--- config.mk ---
export PLATFORM = sky130hd
export DESIGN_NAME = button_value_source
export DESIGN_NICKNAME = d
export VERILOG_FILES = /design/src/rtl/button_value_source.sv
export SDC_FILE = /design/constraint.sdc
export NUM_CORES = 1
export LEC_CHECK = 0
export ABC_CLOCK_PERIOD_IN_PS = 3950
export CAP_MARGIN = 0
export CORE_AREA = 2 2 109 122
export DETAILED_ROUTE_END_ITERATION = 10
export DIE_AREA = 0 0 111 124
export SKIP_LAST_GASP = 1
export SLEW_MARGIN = 30
export SYNTH_ARGS = -nofsm -noshare
export SYNTH_HDL_FRONTEND = slang
export SYNTH_SLANG_ARGS = --single-unit
export TNS_END_PERCENT = 10
--- constraint.sdc ---
create_clock -name clk -period 3.95 [get_ports clk]
set_input_delay 0.79 -clock clk [delete_from_list [all_inputs] [get_ports clk]]
set_output_delay 0.79 -clock clk [all_outputs]
set_load 0.01 [all_outputs]
--- src/rtl/button_value_source.sv ---
// rtl/button_value_source.sv - debounced inc/dec/load push-button counter feeding the BCD decoder
module button_value_source #(
  parameter int DEBOUNCE_CYCLES = 500000,
  parameter int MAX_VALUE       = 15,
  parameter bit BTN_ACTIVE_LOW  = 1'b1
) (
  input  logic       clk,
  input  logic       rst_n,
  input  logic       btn_inc,
  input  logic       btn_dec,
  input  logic       btn_load,
  input  logic [3:0] sw,
  output logic [3:0] value,
  output logic       value_changed
);

  // Debounce counter only needs to reach DEBOUNCE_CYCLES-1.
  localparam int                CNT_W    = $clog2(DEBOUNCE_CYCLES);
  localparam logic [CNT_W-1:0]  CNT_LAST = CNT_W'(DEBOUNCE_CYCLES - 1);
  localparam logic [3:0]        MAX_V    = 4'(MAX_VALUE);

  // Button index map: 0 = inc, 1 = dec, 2 = load.
  localparam int BTN_INC  = 0;
  localparam int BTN_DEC  = 1;
  localparam int BTN_LOAD = 2;

  typedef enum logic [1:0] {
    RELEASED,
    PRESS_WAIT,
    PRESSED,
    RELEASE_WAIT
  } db_state_e;

  logic [2:0]       raw_pressed;
  logic [2:0]       sync1_q, sync1_d;
  logic [2:0]       sync2_q, sync2_d;
  db_state_e        state_q [3];
  db_state_e        state_d [3];
  logic [CNT_W-1:0] cnt_q [3];
  logic [CNT_W-1:0] cnt_d [3];
  logic [2:0]       evt_q, evt_d;
  logic [3:0]       value_q, value_d;
  logic             changed_q, changed_d;

  // Normalise every button to pressed = 1 before it enters the synchronizer.
  assign raw_pressed = BTN_ACTIVE_LOW ? ~{btn_load, btn_dec, btn_inc}
                                      :  {btn_load, btn_dec, btn_inc};

  // Two-flop synchronizer chain for the asynchronous button inputs.
  always_comb begin
    sync1_d = raw_pressed;
    sync2_d = sync1_q;
  end

  // Per-button debounce: a level change needs DEBOUNCE_CYCLES stable cycles in a WAIT state.
  always_comb begin
    state_d = state_q;
    cnt_d   = cnt_q;
    evt_d   = '0;
    for (int b = 0; b < 3; b++) begin
      case (state_q[b])
        RELEASED: begin
          if (sync2_q[b]) begin
            state_d[b] = PRESS_WAIT;
            cnt_d[b]   = '0;
          end
        end
        PRESS_WAIT: begin
          if (!sync2_q[b]) begin
            state_d[b] = RELEASED;
          end else if (cnt_q[b] == CNT_LAST) begin
            state_d[b] = PRESSED;
            evt_d[b]   = 1'b1;
          end else begin
            cnt_d[b] = cnt_q[b] + 1'b1;
          end
        end
        PRESSED: begin
          if (!sync2_q[b]) begin
            state_d[b] = RELEASE_WAIT;
            cnt_d[b]   = '0;
          end
        end
        RELEASE_WAIT: begin
          if (sync2_q[b]) begin
            state_d[b] = PRESSED;
          end else if (cnt_q[b] == CNT_LAST) begin
            state_d[b] = RELEASED;
          end else begin
            cnt_d[b] = cnt_q[b] + 1'b1;
          end
        end
        default: state_d[b] = RELEASED;
      endcase
    end
  end

  // Count update from the press events: load wins, inc+dec cancel, otherwise wrap at MAX_VALUE.
  always_comb begin
    value_d = value_q;
    if (evt_q[BTN_LOAD]) begin
      value_d = (sw > MAX_V) ? MAX_V : sw;
    end else if (evt_q[BTN_INC] && evt_q[BTN_DEC]) begin
      value_d = value_q;
    end else if (evt_q[BTN_INC]) begin
      value_d = (value_q == MAX_V) ? 4'd0 : value_q + 4'd1;
    end else if (evt_q[BTN_DEC]) begin
      value_d = (value_q == 4'd0) ? MAX_V : value_q - 4'd1;
    end
    changed_d = (value_d != value_q);
  end

  // State registers; everything resets to the released / zero condition.
  always_ff @(posedge clk or negedge rst_n) begin
    if (!rst_n) begin
      sync1_q   <= '0;
      sync2_q   <= '0;
      evt_q     <= '0;
      value_q   <= '0;
      changed_q <= 1'b0;
      for (int b = 0; b < 3; b++) begin
        state_q[b] <= RELEASED;
        cnt_q[b]   <= '0;
      end
    end else begin
      sync1_q   <= sync1_d;
      sync2_q   <= sync2_d;
      evt_q     <= evt_d;
      value_q   <= value_d;
      changed_q <= changed_d;
      for (int b = 0; b < 3; b++) begin
        state_q[b] <= state_d[b];
        cnt_q[b]   <= cnt_d[b];
      end
    end
  end

  assign value         = value_q;
  assign value_changed = changed_q;

endmodule

==> impl_metrics.yaml <==
min_path:
  worstHoldStart: "sync1_q[0]"
  hp-class: "reg -> reg"
  hold_path_end: "sync2_q[0]"
  worstHoldPathCells: 0
global_routing:
  grt_start_max_net_pins: 78
  grt_pass1_vias: 3386
  track_usage_pct: 13.9
  overflow: 0
  antenna_found_initial: 0
  grt_pass1_wl_mm: 15.8
worst_setup_path:
  rr_worst_depth: 6
  startpoint_type: "flip-flop"
  criticalPathCategory: "reg -> reg"
  arrival_ps: 2540
  cp_data_required_time_ps: 4170
  endpoint_kind: "flip-flop"
  critPathMaxFanout: 11
  regToRegSetupSlack_ps: 1630
  crit-reg2reg-launch: "cnt_q[0]"
  r2r_end: "cnt_q[0]"
route:
  ant_nets: 0
  viasPerCell: 5.68
  drtIter0Drc: 338
  firstDrtPassIters: 4
  drc: 0
  wl_mm: 9.33
  wl_per_cell_um: 14.8
  via_count: 3587
finish:
  layout-drive-gt1-share_pct: 5.70
  fin_nets: 483
  final_cells: 631
  area_growth_pct: 13.3
  post-route-util_pct: 39.4
  diodes: 0
  n_fill_cell: 1184
die:
  rows: 43
  core_um2: 12400
  die_h_um: 124
  die_area_um2: 13800
  die_x_um: 111
  initial_core_util_pct: 34.8
  ios: 14
yosys:
  synthCells: 467
  syn_area_per_cell_um2: 9.26
  synth-edff-count: 0
  synth.cell_area_um2: 4320
  synth_seq_cells: 77
  synth_nets: 481
  ys_async_sr_fraction_pct: 100
  ys_types: 54
  ys_warn_count: 0
  synthFlopType: "dfrtp_1"
  ys_seq_area_share_pct: 44.6
cts:
  cts-resized-gates: 0
  clockRootBuffer: "clkbuf_16"
  cts.sinks: 77
  ctsHtreeMaxLevel: 3
  hold_buffers: 0
  clkTransAtPathRegs_ps: 60
  tritoncts: "built"
  clock_latency_ps: 330
  cts.path.max_buffers: 2
  cts-buffers-inserted: 9
  post_cts_buffers: 0
sta:
  rsz0062_at_grt: "false"
  period_share_pct: 58.7
  setup_viol: 0
  max_freq_mhz: 431
  hold_viol_final: 0
  clock_skew_ps: 6.02
  fin_tns_setup_ps: 0
  drv_slew: 0
  fin_crit_ps: 2320
  tightest_slew_ps: 789
  slew-limit-headroom_pct: 47.2
run:
  maxCapViolCount: 0
place:
  port_buffers: 13
  dp.cells: 615
  finalWeightedCongestion: 0.837
  dp_hpwl_mm: 6.12
power:
  p_per_area_nw_per_um2: 371
  peakVddDrop_mv: 0.177
  p_leak_uw: 0.00209
outcome:
  status: "complete, no violations"
per-layer routing:
| metal | up-vias | part of all wire [%] | track usage, % |
|---|---|---|---|
| li1 | 1773 | - | - |
| met1 | 1750 | 48 | 18.0 |
| met2 | 52 | 47 | 22.9 |
| met3 | 12 | 2.8 | 2.24 |
| met4 | 0 | 1.9 | 6.95 |
| met5 | - | 0 | 0 |
synth_stat cells (all sizes together) (2+ instances only):
cell	number	share of area, %
dfrtp	77	45
nand2	43	3.7
o21ai	32	3.7
a21oi	28	3.2
clkbuf	22	1.9
nand3	22	2.5
nor2	22	1.9
nand4	19	2.7
inv	18	1.6
or3	15	2.2
and3	12	1.7
mux2i	10	2.3
and4	8	1.6
nor3	8	0.93
o211ai	8	1.4
xor2	7	1.4
a22o	6	1.2
a31oi	6	0.87
and2	6	0.87
nor4	6	0.87
o31ai	6	1.0
xnor2	6	1.2
a41o	5	1.2
ha	5	1.4
nand2b	5	0.72
nor2b	5	0.72
nor3b	5	0.87
a211o	4	0.81
a32o	4	0.93
a41oi	4	0.81
mux2	4	1.0
nor4b	4	0.81
or4	4	0.69
a21o	3	0.52
buf	3	0.35
o32ai	3	0.61
o41ai	3	0.61
and4b	2	0.46
o2bb2ai	2	0.41
power breakdown:
part	switching, µW	leakage, µW	internal [µW]	total, µW
sequential	38.7	0.00103	815	854
combinational	60.9	0.000910	44.9	106
clock	318	0.000152	540	858
total	417	0.00209	1400	1820
cell type report:
cell class	instances	area, µm²	area share (%)
clock buffers	13	270	5.52
clock inverters	3	42.5	0.868
inverters	18	67.6	1.38
well taps	157	196	4.01
repair buffers	16	154	3.14
flip-flops and latches	77	1930	39.3
multi-input cells	347	2240	45.8
per-stage QoR:
step,area [µm²],setup slack (ps),power (µW),hold slack (ps)
after floorplan,4320,1900,925,331
after global routing,4900,1430,1890,363
after global placement,4580,1690,969,340
final,4900,1630,1820,347
after CTS,4890,1630,1840,348
after detailed placement,4580,1640,975,335
cells in the final DEF (no fill, tap or decap), drive strengths merged, types with 6 or more instances in the layout:
master         netlist  layout
xor2                 7       7
nand3               22      22
dfrtp               77      77
a31oi                6       6
o31ai                6       6
o21ai               32      32
o211ai               8       8
nor3                 8       8
and4                 8       8
and2                 6       6
nor2                22      22
and3                12      12
a22o                 6       6
inv                 18      18
xnor2                6       6
a21oi               28      28
or3                 15      15
clkbuf              22      13
nor4                 6       6
nand4               19      19
mux2i               10      10
clkdlybuf4s50        0      12
nand2               43      43
worst max-delay path, cell delays in order, from the launching register on:
cell,delay [ps]
dfrtp_1,390
ha_1,220
and3_1,360
nand2_1,140
o31ai_2,470
buf_4,280
mux2_2,340
worst max path at each step:
stage / start / end / cells past startpoint
global route: cnt_q[0] / cnt_q[0] / 6
global placement: cnt_q[0] / cnt_q[0] / 6
CTS: cnt_q[0] / cnt_q[0] / 6
floorplan: cnt_q[0] / cnt_q[1] / 7
finish: cnt_q[0] / cnt_q[0] / 6
detailed placement: cnt_q[0] / cnt_q[0] / 6
registers in the layout, summed over array words and instances, names as in the netlist, named ones only:
register / flops
value_changed: 1
value: 4
sync2_q: 3
cnt_q: 57
evt_q: 3
sync1_q: 3
state_q: 3
cell families (layout without fill, tap and decap cells):
kind of cell	Yosys count	in the layout	share of synthesized area, %
AND/OR/NAND/NOR	191	191	24.5
AO/OA/AOI/OAI	123	123	19.2
flip-flops	77	77	44.6
buffers and inverters	43	50	3.82
multiplexers	15	15	3.88
XOR/XNOR	13	13	2.63
adder cells (fa/ha/maj)	5	5	1.45
(Power assumes the default switching activity.)
